==> config.mk <==
export PLATFORM = sky130hd
export DESIGN_NAME = dmem_arbiter
export DESIGN_NICKNAME = d
export VERILOG_FILES = /design/src/rtl/dmem_arb_pkg.sv /design/src/rtl/dmem_arb_prio.sv /design/src/rtl/dmem_arbiter.sv
export SDC_FILE = /design/constraint.sdc
export NUM_CORES = 1
export LEC_CHECK = 0
export CAP_MARGIN = 20
export CORE_AREA = 2 2 105 107
export CTS_CLUSTER_DIAMETER = 200
export DETAILED_ROUTE_END_ITERATION = 12
export DIE_AREA = 0 0 107 109
export DONT_BUFFER_PORTS = 1
export PLACE_DENSITY = 0.57
export SLEW_MARGIN = 40
export SYNTH_ARGS = -nofsm -noshare
export SYNTH_HDL_FRONTEND = slang
export SYNTH_SLANG_ARGS = --single-unit
==> constraint.sdc <==
create_clock -name clk -period 3 [get_ports clk]
set_clock_uncertainty 0.05 [all_clocks]
set_input_delay 0.6 -clock clk [delete_from_list [all_inputs] [get_ports clk]]
set_output_delay 0.6 -clock clk [all_outputs]
set_load 0.03 [all_outputs]
==> src/rtl/dmem_arb_pkg.sv <==
// dmem_arb_pkg: shared types and constants for the data-memory bus arbiter.
package dmem_arb_pkg;
    typedef enum logic [1:0] {IDLE, ISSUE, WAIT} state_t;
    typedef enum logic {OWN_IF, OWN_MEM} owner_t;
    localparam logic [1:0] WIDTH_BYTE = 2'b00;
    localparam logic [1:0] WIDTH_HALF = 2'b01;
    localparam logic [1:0] WIDTH_WORD = 2'b10;
endpackage

==> src/rtl/dmem_arb_prio.sv <==
// dmem_arb_prio: MEM-first winner select with a starvation counter that
// forces an IF win after MAX_CONSEC back-to-back MEM grants while IF waits.
module dmem_arb_prio #(
    parameter int MAX_CONSEC = 4
) (
    input  logic clk,
    input  logic rstd,
    input  logic if_req,
    input  logic mem_req,
    input  logic grant_en,
    output logic mem_win,
    output logic if_win
);
    localparam int SW = $clog2(MAX_CONSEC + 1);
    logic [SW-1:0] r_starve_cnt;
    logic          w_starved;
    assign w_starved = if_req && (r_starve_cnt == SW'(MAX_CONSEC));
    assign mem_win   = mem_req && !w_starved;
    assign if_win    = if_req && !mem_win;
    // A MEM win with IF waiting implies the counter is below MAX_CONSEC, so it saturates there.
    always_ff @(posedge clk or posedge rstd) begin
        if (rstd) begin
            r_starve_cnt <= '0;
        end else if (grant_en && mem_win) begin
            r_starve_cnt <= if_req ? r_starve_cnt + SW'(1) : '0;
        end else if (grant_en && if_win) begin
            r_starve_cnt <= '0;
        end
    end
endmodule

==> src/rtl/dmem_arbiter.sv <==
// dmem_arbiter: shares one fixed-latency single-ported memory bus between
// instruction fetch and the MEM stage, one transaction outstanding at a time.
module dmem_arbiter
    import dmem_arb_pkg::*;
#(
    parameter int LAT        = 2,
    parameter int MAX_CONSEC = 4
) (
    input  logic        clk,
    input  logic        rstd,
    input  logic        if_req,
    input  logic [31:0] if_addr,
    output logic        if_gnt,
    output logic        if_rvalid,
    output logic [31:0] if_rdata,
    input  logic        mem_req,
    input  logic        mem_we,
    input  logic [31:0] mem_addr,
    input  logic [31:0] mem_wdata,
    input  logic [1:0]  mem_width,
    output logic        mem_gnt,
    output logic        mem_rvalid,
    output logic [31:0] mem_rdata,
    output logic        bus_en,
    output logic        bus_we,
    output logic [31:0] bus_addr,
    output logic [31:0] bus_wdata,
    output logic [1:0]  bus_width,
    input  logic [31:0] bus_rdata
);
    localparam int CW = $clog2(LAT + 1);
    state_t        r_state, w_state_nxt;
    owner_t        r_owner;
    logic [CW-1:0] r_cnt;
    logic          r_bus_we;
    logic [31:0]   r_bus_addr, r_bus_wdata;
    logic [1:0]    r_bus_width;
    logic          w_grant_en, w_mem_win, w_if_win, w_done;

    assign w_grant_en = (r_state == IDLE);
    dmem_arb_prio #(.MAX_CONSEC(MAX_CONSEC)) u_prio (
        .clk      (clk),
        .rstd     (rstd),
        .if_req   (if_req),
        .mem_req  (mem_req),
        .grant_en (w_grant_en),
        .mem_win  (w_mem_win),
        .if_win   (w_if_win)
    );
    assign mem_gnt    = w_grant_en && w_mem_win && !rstd;
    assign if_gnt     = w_grant_en && w_if_win && !rstd;
    assign w_done     = (r_state == WAIT) && (r_cnt == '0);
    assign mem_rvalid = w_done && (r_owner == OWN_MEM);
    assign if_rvalid  = w_done && (r_owner == OWN_IF);
    assign mem_rdata  = mem_rvalid ? bus_rdata : '0;
    assign if_rdata   = if_rvalid ? bus_rdata : '0;
    assign bus_en     = (r_state == ISSUE);
    assign bus_we     = r_bus_we;
    assign bus_addr   = r_bus_addr;
    assign bus_wdata  = r_bus_wdata;
    assign bus_width  = r_bus_width;

    always_comb begin
        w_state_nxt = (r_state == IDLE)  ? ((mem_gnt || if_gnt) ? ISSUE : IDLE) :
                      (r_state == ISSUE) ? WAIT :
                      w_done             ? IDLE : WAIT;
    end

    always_ff @(posedge clk or posedge rstd) begin
        if (rstd) begin
            r_state <= IDLE;
        end else begin
            r_state <= w_state_nxt;
        end
    end

    // Bus qualifiers are captured at grant and held until the next grant.
    always_ff @(posedge clk or posedge rstd) begin
        if (rstd) begin
            r_owner     <= OWN_IF;
            r_cnt       <= '0;
            r_bus_we    <= 1'b0;
            r_bus_addr  <= '0;
            r_bus_wdata <= '0;
            r_bus_width <= '0;
        end else begin
            if (r_state == ISSUE) begin
                r_cnt <= CW'(LAT - 1);
            end else if (r_state == WAIT && r_cnt != '0) begin
                r_cnt <= r_cnt - CW'(1);
            end
            if (mem_gnt) begin
                r_owner     <= OWN_MEM;
                r_bus_we    <= mem_we;
                r_bus_addr  <= mem_addr;
                r_bus_wdata <= mem_wdata;
                r_bus_width <= mem_width;
            end else if (if_gnt) begin
                r_owner     <= OWN_IF;
                r_bus_we    <= 1'b0;
                r_bus_addr  <= if_addr;
                r_bus_wdata <= '0;
                r_bus_width <= WIDTH_WORD;
            end
        end
    end
endmodule

# Word-level counts from Yosys, hierarchy flattened

Index checks and enable logic that the tools add are counted.

Add/sub/neg operators: 2
Equal/unequal tests: 3
Multiplexer cells: 20
Bitwise gates (word level): 1
Reduce and logical (&&, ||, !) cells: 21

Operator list:

| kind                                             | count |
|---|---|
| 2-to-1 mux 32 bit                                | 6 |
| 2-to-1 mux 2 bit                                 | 7 |
| logical AND 1 bit                                | 11 |
| 2-to-1 mux 3 bit                                 | 3 |
| nonzero test 2 bit                               | 4 |
| zero test 2 bit                                  | 2 |
| 2-to-1 mux 1 bit                                 | 4 |
| adder 3 x 1 -> 3 bit, second input constant      | 1 |
| == test 3 bit, second input constant             | 1 |
| zero test 1 bit                                  | 3 |
| == test 2 x 1 -> 1 bit, second input constant    | 1 |
| == test 2 bit, second input constant             | 1 |
| subtractor 2 x 1 -> 2 bit, second input constant | 1 |
| logical OR 1 bit                                 | 1 |
| inverter 1 bit                                   | 1 |

Register bits after elaboration: 75
Input port bits: 135
Output and inout bits: 136
Word-level logic and storage cells: 55

# Depth between registers and ports, before layout

Gate-level depths: netlist of the first run.

Depth after elaboration: 11
Gate-level depth with buffers: 8
Depth with buffers taken out: 6

# Hierarchy

From an unflattened synthesis of the first run, not the netlist that was laid out.

Cells, all modules: 311
Area, all modules: 3562.2 µm²

Modules (own cells, without submodules):

| module        | instances | cells each | area each (µm²) |
|---|---|---|---|
| dmem_arbiter  | 1         | 288        | 3363.2 |
| dmem_arb_prio | 1         | 23         | 198.9 |

# Worst setup path after synthesis of the first run

Ideal clock, no wire load.

Kind: in2out
From: input rstd
To: output if_gnt
Data arrival time: 1.786 ns
Required time: 2.350 ns
Setup slack: 0.564 ns
Cell stages on the path: 5
Path buffers: 2
Cells stage by stage: or4b_4 buf_6 a21o_4 buf_6 inv_1

Word-level cells in the longest chain between the ends: 2

RTL lines:

| element                   | RTL line           | source |
|---|---|---|
| start: declaration        | dmem_arbiter.sv:10 | `input logic rstd,` |
| zero test 1 bit (no line) | n/a                |  |
| logical AND 1 bit         | dmem_arbiter.sv:51 | `assign if_gnt = w_grant_en && w_if_win && !rstd;` |
| end: declaration          | dmem_arbiter.sv:13 | `output logic if_gnt,` |

No other way between the ends.

# Worst setup path in the final report of the first run

From: register r_cnt[0]
To: output if_rdata[7]

Word-level cells in the longest chain between the ends: 4

RTL lines:

| element                  | RTL line           | source |
|---|---|---|
| start: declaration       | dmem_arbiter.sv:34 | `logic [CW-1:0] r_cnt;` |
| start signal: assignment | dmem_arbiter.sv:88 | `r_cnt <= CW'(LAT - 1);` |
| start signal: assignment | dmem_arbiter.sv:90 | `r_cnt <= r_cnt - CW'(1);` |
| zero test 2 bit          | dmem_arbiter.sv:52 | `assign w_done = (r_state == WAIT) && (r_cnt == '0);` |
| logical AND 1 bit        | dmem_arbiter.sv:52 |  |
| logical AND 1 bit        | dmem_arbiter.sv:54 | `assign if_rvalid = w_done && (r_owner == OWN_IF);` |
| net if_rvalid            | dmem_arbiter.sv:14 | `output logic if_rvalid,` |
| 2-to-1 mux 32 bit        | dmem_arbiter.sv:56 | `assign if_rdata = if_rvalid ? bus_rdata : '0;` |
| end: declaration         | dmem_arbiter.sv:15 | `output logic [31:0] if_rdata,` |

The timed path passes the listed nets, and every way through them passes these cells.

==> flow_metrics.py, run 1 <==
metrics = {
    "synth": {
        "ys.warnings.count": 0,
        "yosysSeqAreaShare_pct": 46.50,
        "syn_area_per_cell_um2": 9.194,
        "synth_enable_flop_cells": 0,
        "synth.lib_cells_used.distinct": 32,
        "synthCells": 439,
        "synthesis.area_um2": 4036,
        "yosys_most_used_dff": "sky130_fd_sc_hd__dfrtp_1",
        "synthArstFlopShare_pct": 100.0,
        "synth-seq-cells": 75,
        "synth_nets": 577,
    },
    "place": {
        "dp_worst_setup_slack_ps": 608.9,
        "port_buffers": 0,
        "routabilityCongestion": 0.7289,
        "place_hpwl_mm": 7.703,
    },
    "setup_path": {
        "critical_path.endpoint_type": "primary output",
        "worst-setup-path-type": "reg2out",
        "critical_path.startpoint_type": "flip-flop",
        "worst_path_dominant_cell_family": "simple AND/OR/NAND/NOR gates",
        "crit_path_top_delay_cell": "sky130_fd_sc_hd__and4bb_2",
        "terminus_of_the_critical_flop_to_flop_path": "bus_addr[5]",
        "timing.critical_path.cells": "inv_1, ha_1, and4bb_2, and2_1",
        "crit_path_max_fanout": 33,
        "regToRegSetupSlack_ps": 1000,
        "worstPathRequired_ps": 2350,
        "max_stage_delay_ps": 680,
        "timing.reg2reg.worst_path_depth": 4,
        "worstPathBufferInverterCount": 1,
        "cp.arrival_ps": 2120,
        "critical_path.reg2reg.startpoint": "r_state[1]",
    },
    "clock_network": {
        "cts_hold_buf": 0,
        "cts_sink_count": 75,
        "resized_after_cts": 0,
        "cts_post_setup_buffers_inserted": 0,
        "insertion_delay_ps": 350,
        "clockBufferDepth": 2,
        "cts.htree.levels": 3,
        "clk_pin_slew_worst_paths_ps": 80,
        "tritoncts": "done",
        "cts-root-buf": "sky130_fd_sc_hd__clkbuf_8",
        "cts_buffers": 9,
    },
    "route": {
        "dr.pass1.iters": 4,
        "route.detailed.wl_per_inst_um": 19.76,
        "route.detailed.drc": 0,
        "detailed_route_wl_mm": 11.14,
        "final_antenna_net_count": 0,
        "vias": 3123,
        "initial_detailed_routing_violation_count": 164,
        "via_per_inst": 5.537,
    },
    "floorplan": {
        "row_count": 38,
        "io-pin-count": 271,
        "overall_die_area_um2": 11660,
        "floorplan.initialDensity_pct": 38.07,
        "core_region_area_um2": 10600,
        "chipWidth_um": 107,
        "die_height_um": 109,
    },
    "sta": {
        "timing.final.crit_share_pct": 92.49,
        "worst-slew-pin-transition_ps": 794.7,
        "grt_setup_unrepaired": "false",
        "timing.final.max_slew_violations": 0,
        "min_hold_slack_ps": 112.7,
        "fin_ws_ps": 225.4,
        "achievable-frequency_ghz": 0.3604,
        "timing.final.hold_violations": 0,
        "timing.setup.tns_ps": 0,
        "max-slew-margin-rel_pct": 47.02,
        "finalSetupViolCount": 0,
        "finalCriticalPeriod_ps": 2775,
    },
    "global_routing": {
        "wire_length_of_the_first_global_routing_pass_mm": 16.48,
        "global_route.usage.total_pct": 18.69,
        "grt_start_max_net_pins": 69,
        "first_global_vias": 3024,
        "global_route.overflow_total": 0,
        "number_of_antenna_violations_at_the_first_check_in_global_routing": 1,
    },
    "cells_and_area": {
        "final.fill_count": 1054,
        "final_layout_size_suffix_gt1_share_pct": 11.82,
        "multi_input_comb_area_um2": 1861,
        "num-nets-final": 557,
        "area_delta_synth_final_pct": 7.471,
        "ff_latch_area_um2": 1877,
    },
    "status": {
        "result_of_the_run": "completed",
    },
    "power_and_ir_drop": {
        "worst_case_vdd_ir_drop_uv": 405.8,
        "leakagePower_nw": 1.962,
        "total_power_mw": 4.976,
        "power_per_cell_area_nw_per_um2": 1147,
    },
    "hold_path": {
        "timing.hold.worst.class": "in2async",
    },
    "job": {
        "max_cap_violations": 0,
    },
}
-- synthesized netlist by cell type (3+ instances only) --
| library cell | n | area, um^2 |
|---|---|---|
| sky130_fd_sc_hd__nand3_1 | 68 | 340.3 |
| sky130_fd_sc_hd__nand2_1 | 58 | 217.7 |
| sky130_fd_sc_hd__and2_1 | 64 | 400.4 |
| sky130_fd_sc_hd__o21ai_0 | 49 | 245.2 |
| sky130_fd_sc_hd__nor2b_1 | 3 | 18.77 |
| sky130_fd_sc_hd__inv_1 | 28 | 105.1 |
| sky130_fd_sc_hd__clkbuf_1 | 24 | 90.09 |
| sky130_fd_sc_hd__buf_2 | 9 | 45.04 |
| sky130_fd_sc_hd__ha_1 | 3 | 37.54 |
| sky130_fd_sc_hd__buf_6 | 5 | 56.30 |
| sky130_fd_sc_hd__dfrtp_1 | 75 | 1877 |
| sky130_fd_sc_hd__nor2_1 | 3 | 11.26 |
| sky130_fd_sc_hd__o221ai_2 | 19 | 285.3 |
| sky130_fd_sc_hd__mux2i_1 | 13 | 130.1 |
-- kinds of logic (layout without fill, tap and decap cells) --
logic type | Yosys count | in the layout | share of synthesized area (%)
AND/OR/NAND/NOR | 203 | 203 | 26.53
AO/OA/AOI/OAI | 77 | 77 | 15.00
flip-flops | 75 | 75 | 46.50
buffers and inverters | 67 | 51 | 7.533
multiplexers | 14 | 14 | 3.503
adder cells (fa/ha/maj) | 3 | 3 | 0.9300
other | 0 | 1 | 0
-- final cells by class --
type,count,share of cell area [%]
sequential,75,43.27
multi-input combinational,297,42.89
tap,140,4.038
clock buffer,11,3.259
inverter,28,2.538
clock inverter,4,2.279
timing repair buffer,8,1.673
antenna,1,0.05769
-- where the power goes --
group / internal (mW) / switching (mW)
logic: 0.456 / 0.807
clock network: 0.573 / 0.378
registers: 1.48 / 1.28
-- per-layer routing --
| layer | part of all wire, % | GRT usage, % | up-vias |
|---|---|---|---|
| li1 | - | - | 1438 |
| met1 | 38 | 21.04 | 1513 |
| met2 | 50 | 31.21 | 154 |
| met3 | 8.7 | 7.591 | 18 |
| met4 | 2.8 | 8.534 | 0 |
| met5 | 0 | 0 | - |
-- worst max path at each step --
stage / start / endpoint / slack, ps / cells after the start
3_5_place_dp: r_cnt[0] / if_rdata[7] / 610 / 4
4_1_cts: r_cnt[0] / if_rdata[7] / 220 / 4
6_report: r_cnt[0] / if_rdata[7] / 230 / 4
5_1_grt: r_cnt[0] / if_rdata[30] / 90 / 4
2_1_floorplan: rstd / bus_addr[0] / 440 / 1
3_3_place_gp: rstd / if_gnt / 630 / 3
-- flip-flops by register name, indices dropped and copies added (netlist names) --
signal / flops
r_state: 2
bus_we: 1
u_prio.r_starve_cnt: 3
bus_wdata: 32
r_owner: 1
bus_addr: 32
r_cnt: 2
bus_width: 2
-- through the flow --
| stage | area (um^2) | cells | util [%] |
|---|---|---|---|
| 6_report | 4338 | 564 | 40.91 |
| 5_1_grt | 4338 | 564 | 40.91 |
| 4_1_cts | 4335 | 563 | 40.89 |
| 3_5_place_dp | 4095 | 548 | 38.62 |
| 3_3_place_gp | 4091 | 548 | 38.59 |
| 2_1_floorplan | 4036 | 439 | - |
-- worst register-to-register path: stages, from the launching register on --
cell                      delay [ps]
sky130_fd_sc_hd__dfrtp_1         500
sky130_fd_sc_hd__or4b_4          570
sky130_fd_sc_hd__buf_4           380
sky130_fd_sc_hd__mux2i_1         220
sky130_fd_sc_hd__o21ai_0         200
-- cells in the final DEF (no fill, tap or decap) --
master	n
sky130_fd_sc_hd__clkbuf_1	1
sky130_fd_sc_hd__o22ai_1	1
sky130_fd_sc_hd__o221ai_1	1
sky130_fd_sc_hd__nor2_1	3
sky130_fd_sc_hd__clkinv_4	2
sky130_fd_sc_hd__o221ai_2	19
sky130_fd_sc_hd__and4bb_2	1
sky130_fd_sc_hd__or4b_4	1
sky130_fd_sc_hd__a21oi_1	1
sky130_fd_sc_hd__a21o_1	1
sky130_fd_sc_hd__nand2_1	58
sky130_fd_sc_hd__or2_2	1
sky130_fd_sc_hd__o21ai_0	49
sky130_fd_sc_hd__diode_2	1
sky130_fd_sc_hd__inv_2	1
sky130_fd_sc_hd__and2_1	64
sky130_fd_sc_hd__ha_1	3
sky130_fd_sc_hd__nor2b_1	3
sky130_fd_sc_hd__a21o_4	1
sky130_fd_sc_hd__mux2_2	1
sky130_fd_sc_hd__dfrtp_1	75
sky130_fd_sc_hd__mux2i_1	13
sky130_fd_sc_hd__nand3_2	1
sky130_fd_sc_hd__nor4b_4	1
sky130_fd_sc_hd__a31oi_1	1
sky130_fd_sc_hd__a22o_1	1
sky130_fd_sc_hd__and4_1	1
sky130_fd_sc_hd__clkbuf_8	10
sky130_fd_sc_hd__o22a_1	1
sky130_fd_sc_hd__inv_1	26
sky130_fd_sc_hd__nand3_1	67
sky130_fd_sc_hd__bufinv_16	3
sky130_fd_sc_hd__nor3b_1	1
sky130_fd_sc_hd__and4b_1	1
sky130_fd_sc_hd__buf_12	1
sky130_fd_sc_hd__o2bb2ai_1	1
sky130_fd_sc_hd__buf_4	7
No activity file was read; power rests on OpenSTA's default activity.
==> run 2, diff against run 1 <==
--- a/config.mk
+++ b/config.mk
@@ -6,10 +6,10 @@
 export NUM_CORES = 1
 export LEC_CHECK = 0
 export CAP_MARGIN = 20
-export CORE_AREA = 2 2 105 107
+export CORE_AREA = 2 2 104 106
 export CTS_CLUSTER_DIAMETER = 200
 export DETAILED_ROUTE_END_ITERATION = 12
-export DIE_AREA = 0 0 107 109
+export DIE_AREA = 0 0 106 108
 export DONT_BUFFER_PORTS = 1
 export PLACE_DENSITY = 0.57
 export SLEW_MARGIN = 40
==> run 2 against run 1 <==
  * Sequential share of layout area is 0.61 points higher
  * Total power is 3.7% lower
  * Critical path depth stayed put
  * Utilization is 0.90 points higher
  * Combinational power hardly changed
  * Non-clock buffer count is 1 lower
  * Sequential power hardly changed
  * Clock power is 19% lower
==> flow_metrics.py, run 2 (synthesis results as in run 1) <==
metrics = {
    "route": {
        "initial_detailed_routing_violation_count": 174,
        "route.met3.wl_mm": 1.001,
        "top_signal_layer_used": "met4",
        "dr.pass1.iters": 5,
        "vias": 3151,
        "detailed_route_wl_mm": 11.12,
        "route.detailed.wl_per_inst_um": 19.89,
        "via_per_inst": 5.637,
        "wl_met1_mm": 4.182,
        "route.detailed.drc": 0,
        "final_antenna_net_count": 0,
        "routed-wl-met2_mm": 5.789,
    },
    "cells_and_area": {
        "layout.cells.most_common_list": "sky130_fd_sc_hd__dfrtp_1, sky130_fd_sc_hd__nand3_1, sky130_fd_sc_hd__and2_1",
        "num-nets-final": 556,
        "ff_latch_area_um2": 1877,
        "fin_area_um2": 4278,
        "final.fill_count": 1007,
        "area_delta_synth_final_pct": 5.983,
        "layout_commonest_cell": "sky130_fd_sc_hd__dfrtp_1",
        "final_layout_size_suffix_gt1_share_pct": 11.11,
        "multi_input_comb_area_um2": 1861,
        "postLayoutCoreUtil_pct": 41.81,
        "diodes": 0,
    },
    "setup_path": {
        "timing.critical_path.cells": "inv_1, ha_1, and4bb_2, and2_1",
        "crit_path_top_delay_cell": "sky130_fd_sc_hd__and4bb_2",
        "timing.reg2reg.worst_path_depth": 4,
        "critical_path.startpoint_type": "flip-flop",
        "regToRegSetupSlack_ps": 990,
        "terminus_of_the_critical_flop_to_flop_path": "bus_width[1]",
        "worstPathBufferInverterCount": 1,
        "worstPathRequired_ps": 2350,
        "critical_path.reg2reg.startpoint": "r_state[1]",
        "worst_path_dominant_cell_family": "simple AND/OR/NAND/NOR gates",
        "worst-setup-path-type": "reg2out",
        "cp.arrival_ps": 2110,
        "crit_path_max_fanout": 33,
        "max_stage_delay_ps": 660,
        "critical_path.endpoint_type": "primary output",
    },
    "sta": {
        "worst-slew-pin-transition_ps": 819.2,
        "timing.final.max_slew_violations": 0,
        "timing.final.hold_violations": 0,
        "achievable-frequency_ghz": 0.3623,
        "finalSetupViolCount": 0,
        "fin_ws_ps": 240.0,
        "timing.setup.tns_ps": 0,
        "finalCriticalPeriod_ps": 2760,
        "max-slew-margin-rel_pct": 45.39,
        "grt_setup_unrepaired": "false",
        "timing.final.crit_share_pct": 92.00,
    },
    "floorplan": {
        "row_count": 37,
        "overall_die_area_um2": 11450,
        "core_region_area_um2": 10230,
        "chipWidth_um": 106,
        "io-pin-count": 271,
        "floorplan.initialDensity_pct": 39.45,
        "die_height_um": 108,
    },
    "clock_network": {
        "cts-root-buf": "sky130_fd_sc_hd__clkbuf_8",
        "cts.htree.levels": 3,
        "clk_pin_slew_worst_paths_ps": 70,
        "tritoncts": "done",
        "cts_buffers": 9,
        "cts_post_setup_buffers_inserted": 0,
        "cts_hold_buf": 0,
        "cts_sink_count": 75,
        "resized_after_cts": 0,
        "insertion_delay_ps": 350,
        "clockBufferDepth": 2,
    },
    "place": {
        "place_hpwl_mm": 7.790,
        "port_buffers": 0,
        "routabilityCongestion": 0.7409,
        "place_area_um2": 4090,
        "dp_worst_setup_slack_ps": 588.0,
    },
    "global_routing": {
        "number_of_antenna_violations_at_the_first_check_in_global_routing": 0,
        "global_route.overflow_total": 0,
        "global_route.usage.total_pct": 18.67,
        "first_global_vias": 3024,
        "grt_start_max_net_pins": 69,
        "wire_length_of_the_first_global_routing_pass_mm": 16.49,
    },
    "job": {
        "max_cap_violations": 0,
    },
    "status": {
        "result_of_the_run": "completed",
    },
    "power_and_ir_drop": {
        "leakagePower_nw": 1.937,
        "total_power_mw": 4.794,
        "worst_case_vdd_ir_drop_uv": 477.2,
        "power_per_cell_area_nw_per_um2": 1121,
    },
    "hold_path": {
        "timing.hold.worst.class": "in2async",
    },
}
run 2: worst max-delay path by stage:
stage | from | endpoint | slack (ps) | cells after the start
finish | r_cnt[0] | if_rdata[6] | 240 | 4
CTS | r_cnt[0] | if_rdata[6] | 200 | 4
global route | r_cnt[0] | if_rdata[16] | 100 | 4
floorplan | rstd | bus_addr[0] | 440 | 1
detailed placement | r_cnt[0] | if_rdata[6] | 590 | 4
global placement | rstd | if_gnt | 630 | 3
run 2: power breakdown:
part           total [mW]  switching, mW  internal [mW]  leakage (nW)
registers            2.76           1.28           1.48         0.954
clock network       0.770          0.362          0.408        0.0947
logic                1.26          0.805          0.458         0.888
total                4.79           2.45           2.35          1.94
run 2: metrics by stage:
stage	hold WS, ps	cells
2_1_floorplan	406.6	439
3_3_place_gp	433.3	543
3_5_place_dp	450.2	543
4_1_cts	201.0	559
5_1_grt	203.0	559
6_report	186.4	559
run 2: cell type report:
cell class	instances	area share, %
Multi-Input combinational cell	297	43.49
Inverter	28	2.457
Clock inverter	2	0.8190
Tap cell	136	3.978
Sequential cell	75	43.87
Clock buffer	14	3.568
Timing Repair Buffer	7	1.813
run 2: metal layers:
layer / vias up / global-route usage [%]
li1: 1433 / -
met1: 1536 / 21.07
met2: 168 / 32.35
met3: 14 / 7.896
met4: 0 / 5.639
met5: - / 0
